**src/rtl/fpnew_pkg.sv**
```systemverilog
// Shared FPU request types: operation/format enums and the width-independent request fields.
package fpnew_pkg;

  typedef enum logic [2:0] {
    RNE = 3'b000,
    RTZ = 3'b001,
    RDN = 3'b010,
    RUP = 3'b011,
    RMM = 3'b100,
    ROD = 3'b101,
    DYN = 3'b111
  } roundmode_e;

  typedef enum logic [3:0] {
    FMADD, FNMSUB, ADD, MUL, DIV, SQRT, SGNJ, MINMAX,
    CMP, CLASSIFY, F2F, F2I, I2F, CPKAB, CPKCD
  } operation_e;

  typedef enum logic [2:0] {
    FP32    = 3'd0,
    FP64    = 3'd1,
    FP16    = 3'd2,
    FP8     = 3'd3,
    FP16ALT = 3'd4
  } fp_format_e;

  typedef enum logic [1:0] {
    INT8, INT16, INT32, INT64
  } int_format_e;

  // Operands and tag are sized per instance, so they live beside this struct in each entry.
  typedef struct packed {
    roundmode_e  rnd_mode;
    operation_e  op;
    logic        op_mod;
    fp_format_e  src_fmt;
    fp_format_e  dst_fmt;
    int_format_e int_fmt;
    logic        vectorial_op;
  } fpu_req_t;

endpackage

```
**src/rtl/fpnew_issue_queue.sv**
```systemverilog
// In-order request queue between the issue stage and the FPU top: registered head,
// no fall-through, flushable, occupancy reported on usage_o.
module fpnew_issue_queue
  import fpnew_pkg::*;
#(
  parameter int unsigned WIDTH     = 32,
  parameter int unsigned TAG_WIDTH = 5,
  parameter int unsigned DEPTH     = 4
) (
  input  logic                              clk_i,
  input  logic                              rst_ni,
  input  logic [2:0][WIDTH-1:0]             operands_i,
  input  roundmode_e                        rnd_mode_i,
  input  operation_e                        op_i,
  input  logic                              op_mod_i,
  input  fp_format_e                        src_fmt_i,
  input  fp_format_e                        dst_fmt_i,
  input  int_format_e                       int_fmt_i,
  input  logic                              vectorial_op_i,
  input  logic [TAG_WIDTH-1:0]              tag_i,
  input  logic                              in_valid_i,
  output logic                              in_ready_o,
  input  logic                              flush_i,
  output logic [2:0][WIDTH-1:0]             operands_o,
  output roundmode_e                        rnd_mode_o,
  output operation_e                        op_o,
  output logic                              op_mod_o,
  output fp_format_e                        src_fmt_o,
  output fp_format_e                        dst_fmt_o,
  output int_format_e                       int_fmt_o,
  output logic                              vectorial_op_o,
  output logic [TAG_WIDTH-1:0]              tag_o,
  output logic                              out_valid_o,
  input  logic                              out_ready_i,
  output logic [$clog2(DEPTH+1)-1:0]        usage_o,
  output logic                              busy_o
);

  localparam int unsigned PTR_W = (DEPTH > 1) ? $clog2(DEPTH) : 1;
  localparam int unsigned CNT_W = $clog2(DEPTH + 1);

  if (DEPTH < 2) begin : g_depth_check
    $error("fpnew_issue_queue: DEPTH must be at least 2");
  end

  typedef struct packed {
    logic [2:0][WIDTH-1:0] operands;
    fpu_req_t              req;
    logic [TAG_WIDTH-1:0]  tag;
  } entry_t;

  entry_t             mem_q [DEPTH];
  entry_t             mem_d [DEPTH];
  entry_t             wr_entry;
  entry_t             head;
  logic [PTR_W-1:0]   wr_ptr_q, wr_ptr_d;
  logic [PTR_W-1:0]   rd_ptr_q, rd_ptr_d;
  logic [CNT_W-1:0]   usage_q, usage_d;
  logic               push, pop;

  // Handshake flags depend only on stored occupancy, never on the incoming valid/ready.
  assign in_ready_o  = (usage_q != CNT_W'(DEPTH));
  assign out_valid_o = (usage_q != '0);
  assign usage_o     = usage_q;
  assign busy_o      = (usage_q != '0);

  assign push = in_valid_i && in_ready_o && !flush_i;
  assign pop  = out_valid_o && out_ready_i && !flush_i;

  always_comb begin
    wr_entry.operands         = operands_i;
    wr_entry.req.rnd_mode     = rnd_mode_i;
    wr_entry.req.op           = op_i;
    wr_entry.req.op_mod       = op_mod_i;
    wr_entry.req.src_fmt      = src_fmt_i;
    wr_entry.req.dst_fmt      = dst_fmt_i;
    wr_entry.req.int_fmt      = int_fmt_i;
    wr_entry.req.vectorial_op = vectorial_op_i;
    wr_entry.tag              = tag_i;
  end

  always_comb begin
    mem_d    = mem_q;
    wr_ptr_d = wr_ptr_q;
    rd_ptr_d = rd_ptr_q;
    usage_d  = usage_q;
    if (flush_i) begin
      wr_ptr_d = '0;
      rd_ptr_d = '0;
      usage_d  = '0;
    end else begin
      if (push) begin
        mem_d[wr_ptr_q] = wr_entry;
        wr_ptr_d = (wr_ptr_q == PTR_W'(DEPTH - 1)) ? '0 : wr_ptr_q + PTR_W'(1);
      end
      if (pop) begin
        rd_ptr_d = (rd_ptr_q == PTR_W'(DEPTH - 1)) ? '0 : rd_ptr_q + PTR_W'(1);
      end
      usage_d = usage_q + CNT_W'(push) - CNT_W'(pop);
    end
  end

  always_ff @(posedge clk_i or negedge rst_ni) begin
    if (!rst_ni) begin
      wr_ptr_q <= '0;
      rd_ptr_q <= '0;
      usage_q  <= '0;
    end else begin
      wr_ptr_q <= wr_ptr_d;
      rd_ptr_q <= rd_ptr_d;
      usage_q  <= usage_d;
    end
  end

  // Payload storage carries no reset; occupancy alone decides what is valid.
  always_ff @(posedge clk_i) begin
    mem_q <= mem_d;
  end

  assign head           = mem_q[rd_ptr_q];
  assign operands_o     = head.operands;
  assign rnd_mode_o     = head.req.rnd_mode;
  assign op_o           = head.req.op;
  assign op_mod_o       = head.req.op_mod;
  assign src_fmt_o      = head.req.src_fmt;
  assign dst_fmt_o      = head.req.dst_fmt;
  assign int_fmt_o      = head.req.int_fmt;
  assign vectorial_op_o = head.req.vectorial_op;
  assign tag_o          = head.tag;

endmodule

```
**config.mk**
```make
export PLATFORM = sky130hd
export DESIGN_NAME = fpnew_issue_queue
export DESIGN_NICKNAME = d
export VERILOG_FILES = /design/src/rtl/fpnew_pkg.sv /design/src/rtl/fpnew_issue_queue.sv
export SDC_FILE = /design/constraint.sdc
export NUM_CORES = 1
export LEC_CHECK = 0
export CELL_PAD_IN_SITES_DETAIL_PLACEMENT = 2
export CELL_PAD_IN_SITES_GLOBAL_PLACEMENT = 2
export CORE_MARGIN = 4
export CORE_UTILIZATION = 43
export CTS_CLUSTER_SIZE = 40
export DETAILED_ROUTE_END_ITERATION = 7
export PLACE_DENSITY_LB_ADDON = 0.1
export SLEW_MARGIN = 20
export SYNTH_ARGS = -nofsm -noshare
export SYNTH_HDL_FRONTEND = slang
export SYNTH_SLANG_ARGS = --single-unit
```
**constraint.sdc**
```tcl
create_clock -name clk_i -period 5.31 [get_ports clk_i]
set_input_delay 1.593 -clock clk_i [delete_from_list [all_inputs] [get_ports clk_i]]
set_output_delay 1.593 -clock clk_i [all_outputs]
set_load 0.02 [all_outputs]
```
==> results of run 1 <==
==> where the power goes <==
| group | leakage [nW] | switching, mW | internal (mW) |
|---|---|---|---|
| clock network | 0.774 | 1.42 | 1.95 |
| registers | 4.37 | 0.144 | 4.36 |
| logic | 1.84 | 1.24 | 1.30 |
| total | 6.99 | 2.80 | 7.61 |
==> worst paths after layout <==
path	from	end	slack, ns
setup / recovery	rd_ptr_q[0]	operands_o[35]	0.72
hold / removal	wr_ptr_q[1]	wr_ptr_q[1]	0.66
setup reg to reg	usage_o[2]	usage_o[2]	2.42
hold reg to reg	wr_ptr_q[1]	wr_ptr_q[1]	0.66
max in group asynchronous	rst_ni	rd_ptr_q[0]	3.74
min in group asynchronous	rst_ni	usage_o[1]	1.29
==> synthesized netlist by cell type <==
| library cell | number |
|---|---|
| o21ai_0 | 2 |
| nand3_1 | 2 |
| mux4_2 | 118 |
| inv_1 | 7 |
| and2_1 | 5 |
| or3_1 | 1 |
| o311ai_1 | 1 |
| a21oi_1 | 2 |
| dfrtp_1 | 7 |
| fa_1 | 1 |
| nor2_1 | 5 |
| clkbuf_1 | 2 |
| nor2b_1 | 1 |
| buf_2 | 14 |
| o31ai_1 | 1 |
| nor3_1 | 2 |
| buf_6 | 10 |
| buf_4 | 2 |
| edfxtp_1 | 472 |
| ha_1 | 6 |
| nor3b_1 | 1 |
| xor2_1 | 3 |
==> stage by stage <==
step	hold slack, ns	cells	setup WS (ns)	utilization	total power [mW]
2_1_floorplan	0.557	665	1.27	-	6.02
4_1_cts	0.669	1517	0.602	0.555	10.6
3_5_place_dp	0.611	1426	0.713	0.517	7.18
5_1_grt	0.714	1518	0.542	0.556	10.8
3_3_place_gp	0.594	1426	1.10	0.517	7.11
6_report	0.659	1518	0.718	0.556	10.4
==> final cells by class <==
cell class                 instances  share of cell area
antenna                            1            0.000113
inverter                           7             0.00118
timing repair buffer             264               0.122
tap                              525              0.0296
clock inverter                    30              0.0110
sequential                       479               0.646
multi-input combinational        151               0.131
clock buffer                      61              0.0591
==> cell usage in the layout (no fill, tap or decap), drive strengths merged, types with 2 or more instances in the layout <==
cell type,n
ha,6
nor2,5
dfrtp,7
clkinv,25
o21ai,2
nor3,2
clkbuf,61
buf,18
a21oi,2
and2,5
clkdlybuf4s50,246
inv,8
nand3,2
edfxtp,472
mux4,118
xor2,3
bufinv,4
==> layer usage <==
metal  vias up  share of wire  GRT usage
li1       3454              -          -
met1      4313           0.40      0.251
met2       225           0.52      0.336
met3        67          0.064     0.0532
met4         8          0.018     0.0500
met5         -         0.0010          0
==> tightest hold or removal path: cells and delay by family (launching register included) <==
family	cells	cell delay [ns]
compound gates	2	0.20
flops	1	0.42
==> kinds of logic after synthesis <==
family / count (synthesis)
adders and majority gates: 7
DFF: 479
xor gates and xnor gates: 3
and+or+nand+nor: 17
muxes: 118
AOI/OAI and AO/OA: 6
buffers and inverters: 35
==> registers in the layout, summed over array words and instances, names as in the netlist <==
signal	flops
mem_q	472
rd_ptr_q	2
usage_o	3
wr_ptr_q	2
==> metrics, run 1 <==
Max Root-Sink Buffers 3; largest cells by area after synthesis edfxtp_1 81%, mux4_2 15%, dfrtp_1 1.0%; post-synthesis xor/xnor area fraction 0.00150; Overflow after GRT 0; H-tree levels 2; Final min period between 4 and 5 ns; storage element area ~0.014 mm^2; die height approximately 210 um; Mapped Cells about 670; Leak 6.99 nW; largest family of logic cells by synthesized area multiplexers; antenna-violating nets left 0; Routed WL around 43 mm; Post-CTS Resized 0; I/O pin cnt about 250; peak supply drop roughly 0.27 mV; final period utilization 0.865; Top delay family on crit path buffers and inverters; Setup TNS Final 0 ns; Slew @ Worst Pin about 0.73 ns; max_slew headroom 0.511; Vias/cell ~5.3; total number of vias about 8.1k; simple-gate share of the synthesized area 0.00515; gpl congestion between 0.7 and 0.8; Power Density around 470 mW/mm^2; Hold WC Path Type reg -> reg; post-synth top area cell edfxtp_1; final net count about 1.1k; placed inst area around 0.021 mm^2; register area share after synthesis 0.821; Cell Chain, Critical Path buf_12 -> mux4_2 -> clkdlybuf4s50_1; Netlist cell types 22; global-route wire length before repair 64.2 mm; CP Launch Type flip-flop; flop and latch count out of synthesis about 480; cell area after layout ~0.022 mm^2; Yosys warnings 0; Syn Nets 795; reg2reg path depth 11; CTS Sinks 479; # hold bufs at CTS 0; final hold violation count 0; maximum capacitance violations 0; CP arrival about 3 ns; critical path endpoint category output pin; critical path class reg -> out; outcome finished clean; port bufs roughly 250; full die area around 0.044 mm^2; DR DRC count 0; cell row count 73; post-synth top area share 0.811; Max FO, Critical Path 31; mapped cell area approximately 0.017 mm^2; vias in the first global route 9271; clock skew 0.0152 ns; core footprint between 0.04 and 0.05 mm^2; Synth Area in Adders 0.00544; Clock Latency Late Sink a little under 0.6 ns; die width 210 um; initial antenna violation count 7; DR pass1 iterations 4; Starting Density 0.437; DP Wirelength ~27 mm; unrepaired setup endpoints after global routing false; Num CTS Buffers 50; Final setup viols 0; required time worst endpoint approximately 3.7 ns; Slew Limit Fails 0; area of the multi-input gates between 0.002 and 0.003 mm^2; Hold Crit Depth 2; # fillers 3338; initial DRC count between 400 and 500; WP depth 3; CP max stage cell dfrtp_4; Clock Pin Slew Worst Setup and Hold Paths about 0.06 ns; area grow syn2layout 27.1%; Global Route Usage Sum 0.196; CTS tree built; Root Driver clkbuf_16; ratio of cells with drive above 1 in the final layout 0.214; drt wl/cell ~28 um; number of post-CTS setup repair buffers 0; post-synthesis mux area share 0.152; Synth Area in Compound Gates 0.00208; Avg Inst Size Synth 26.3 um^2; FMAX approximately 0.22 GHz; pin count of the biggest net entering global routing 63; WP buf/inv 2; max incr delay on CP between 0.8 and 0.9 ns
No activity file was read; power rests on OpenSTA's default activity.
==> run 2, diff against run 1 <==
--- a/config.mk
+++ b/config.mk
@@ -8,10 +8,11 @@
 export CELL_PAD_IN_SITES_DETAIL_PLACEMENT = 2
 export CELL_PAD_IN_SITES_GLOBAL_PLACEMENT = 2
 export CORE_MARGIN = 4
-export CORE_UTILIZATION = 43
+export CORE_UTILIZATION = 39
 export CTS_CLUSTER_SIZE = 40
 export DETAILED_ROUTE_END_ITERATION = 7
 export PLACE_DENSITY_LB_ADDON = 0.1
+export RECOVER_POWER = 50
 export SLEW_MARGIN = 20
 export SYNTH_ARGS = -nofsm -noshare
 export SYNTH_HDL_FRONTEND = slang
==> constraint.sdc (replaced) <==
create_clock -name clk_i -period 4 [get_ports clk_i]
set_input_delay 1.2 -clock clk_i [delete_from_list [all_inputs] [get_ports clk_i]]
set_output_delay 1.2 -clock clk_i [all_outputs]
set_load 0.02 [all_outputs]
==> metrics, run 2 (same netlist as run 1, synthesis figures left out) <==
Final min period 3.88 ns; number of post-CTS setup repair buffers 0 (unchanged); pin count of the biggest net entering global routing 73 (was 63); I/O pin cnt 247 (unchanged); FMAX ~0.26 GHz; DR pass1 iterations 5 (was 4); final hold violation count 0 (unchanged); port bufs 246 (unchanged); core footprint 0.0443 mm^2 (was 0.0400 mm^2); Routed WL 41.6 mm (was 43.0 mm); # fillers 3781 (was 3338); WP depth 3 (unchanged); Starting Density 0.395 (was 0.437); Power Density 621 mW/mm^2 (was 468 mW/mm^2); cell row count 77 (was 73); Max FO, Critical Path 43 (was 31); Critical Path Source rd_ptr_q[0] (unchanged); full die area 0.0483 mm^2 (was 0.0440 mm^2); Final setup viols 0 (unchanged); most frequent cells in the layout 472 x edfxtp_1, 125 x clkdlybuf4s50_1, 121 x dlygate4sd3_1 (was 472 x edfxtp_1, 246 x clkdlybuf4s50_1, 118 x mux4_2); Overflow after GRT 0 (unchanged); Hold WC Path Type reg -> reg (unchanged); Cell Chain, Critical Path buf_12 -> mux4_2 -> clkdlybuf4s50_1 (unchanged); max_slew headroom 0.104 (was 0.511); Slew Limit Fails 0 (unchanged); CTS Sinks 479 (unchanged); critical path endpoint category output pin (unchanged); ratio of cells with drive above 1 in the final layout 0.207 (was 0.214); max incr delay on CP 0.62 ns (was 0.86 ns); area of the multi-input gates 0.00291 mm^2 (was 0.00292 mm^2); peak supply drop 0.456 mV (was 0.272 mV); final core occ 0.507 (was 0.556); vias in the first global route 9130 (was 9271); DR DRC count 0 (unchanged); DP Wirelength 25.9 mm (was 27.1 mm); die height 220 um (was 210 um); final period utilization 0.970; Leak 7.05 nW (was 6.99 nW); reg2reg path depth 5 (was 11); Slew @ Worst Pin 1.34 ns (was 0.734 ns); Clock Latency Late Sink 0.58 ns (about the same); Setup TNS Final 0 ns (unchanged); placed instance count 1493 (was 1426); gpl congestion 0.724 (was 0.739); switch share 0.266 (was 0.269); Combinational Power Share 0.250 (was 0.244); Internal 10.2 mW (was 7.61 mW); final net count 1084 (was 1083); Pwr Total 13.9 mW (was 10.4 mW); CP arrival 2.68 ns (was 3.00 ns); CP Launch Type flip-flop (unchanged); area grow syn2layout 28.5% (was 27.1%); die width 220 um (was 210 um); CP max stage cell mux4_2 (was dfrtp_4); antenna-violating nets left 0 (unchanged); unrepaired setup endpoints after global routing false (unchanged); outcome finished clean (unchanged); Non-Filler Instances 1592 (was 1518); global-route wire length before repair 61.1 mm (was 64.2 mm); Biggest register mem_q (unchanged); Max Root-Sink Buffers 3 (unchanged); reg2reg start usage_o[1] (was usage_o[2]); Clock Pin Slew Worst Setup and Hold Paths 0.06 ns (about the same); Root Driver clkbuf_16 (unchanged); CTS tree built (unchanged); maximum capacitance violations 0 (unchanged); net switching power 3.71 mW (was 2.80 mW); Reg2Reg Capture Point mem_q[315] (was usage_o[2]); clock power share 0.327 (was 0.323); Vias/cell 5.11 (was 5.31); clock skew 0.0123 ns (was 0.0152 ns); H-tree levels 2 (unchanged); Top delay family on crit path buffers and inverters (unchanged); drt wl/cell 26.2 um (was 28.3 um); # hold bufs at CTS 0 (unchanged); WP buf/inv 2 (unchanged); Critical Path Sink operands_o[77] (was operands_o[35]); initial DRC count 415 (was 473); most common cell after layout, fill and taps aside edfxtp_1 (unchanged); register share of total power 0.423 (was 0.433); max reg flops 472 (unchanged); total number of vias 8129 (was 8067); Global Route Usage Sum 0.171 (was 0.196); required time worst endpoint 2.80 ns (was 3.72 ns); initial antenna violation count 19 (was 7); critical path class reg -> out (unchanged); storage element area 0.0144 mm^2 (unchanged); R2R setup slack 1.06 ns (was 2.42 ns); Num CTS Buffers 50 (unchanged)
run 2: changes by cell type in the layout (fill, tap and decap cells not counted), sizes merged:
cell | previous run | this run
buf | 18 | 17
bufinv | 4 | 6
clkbuf | 61 | 67
clkdlybuf4s50 | 246 | 125
clkinv | 25 | 18
diode | 1 | 8
dlygate4sd3 | 0 | 121
run 2: metrics by stage:
stage	instance area, um^2	worst slack (ns)	hold WS [ns]
2_1_floorplan	17500	0.358	0.557
3_3_place_gp	20800	0.463	0.605
3_5_place_dp	20800	0.259	0.604
4_1_cts	22400	0.0265	0.626
5_1_grt	22500	0.0202	0.657
6_report	22500	0.121	0.621
run 2: metal layers:
metal / wire [um] / up-vias / global-route usage
met4: 1070 / 14 / 0.0490
met1: 17000 / 4333 / 0.216
met3: 2810 / 85 / 0.0576
met2: 20700 / 227 / 0.283
met5: 83 / - / 0
li1: - / 3470 / -
run 2: worst register-to-register path, delay by kind of cell, from the launching register on:
kind | cells | cell delay [ns]
flip-flops | 1 | 0.51
buffers and inverters | 2 | 0.58
AND/OR/NAND/NOR | 3 | 1.50
run 2: how the worst min path moves through the flow:
| stage | depth (start not counted) | from | to |
|---|---|---|---|
| detailed placement | 2 | wr_ptr_q[0] | wr_ptr_q[0] |
| global placement | 2 | wr_ptr_q[0] | wr_ptr_q[0] |
| floorplan | 2 | wr_ptr_q[0] | wr_ptr_q[0] |
| finish | 2 | wr_ptr_q[1] | wr_ptr_q[1] |
| CTS | 2 | wr_ptr_q[1] | wr_ptr_q[1] |
| global route | 2 | wr_ptr_q[1] | wr_ptr_q[1] |
run 2: power groups by stage:
stage                     combinational (mW)  sequential, mW  clock, mW
after CTS                               3.57            5.89       4.71
after global placement                  3.49            5.96          0
after global routing                    3.69            5.91       4.96
after detailed placement                3.54            5.99          0
after floorplan                         2.02            5.97          0
final                                   3.48            5.89       4.57
run 2: what timing repair did:
| action | 4_1_cts | 5_1_grt |
|---|---|---|
| setup endpoints to repair | 1 | 1 |
| cloned | 0 | 1 |
| resized for setup | 1 | 0 |
| endpoints found under the hold margin | 0 | 0 |
| pin swaps | 0 | 0 |
run 2: cell type report:
class / instances / share of cell area
inverter: 7 / 0.00117
antenna: 8 / 0.000891
tap: 592 / 0.0330
clock inverter: 25 / 0.0119
timing repair buffer: 265 / 0.126
clock buffer: 65 / 0.0591
multi-input combinational: 151 / 0.129
sequential: 479 / 0.639
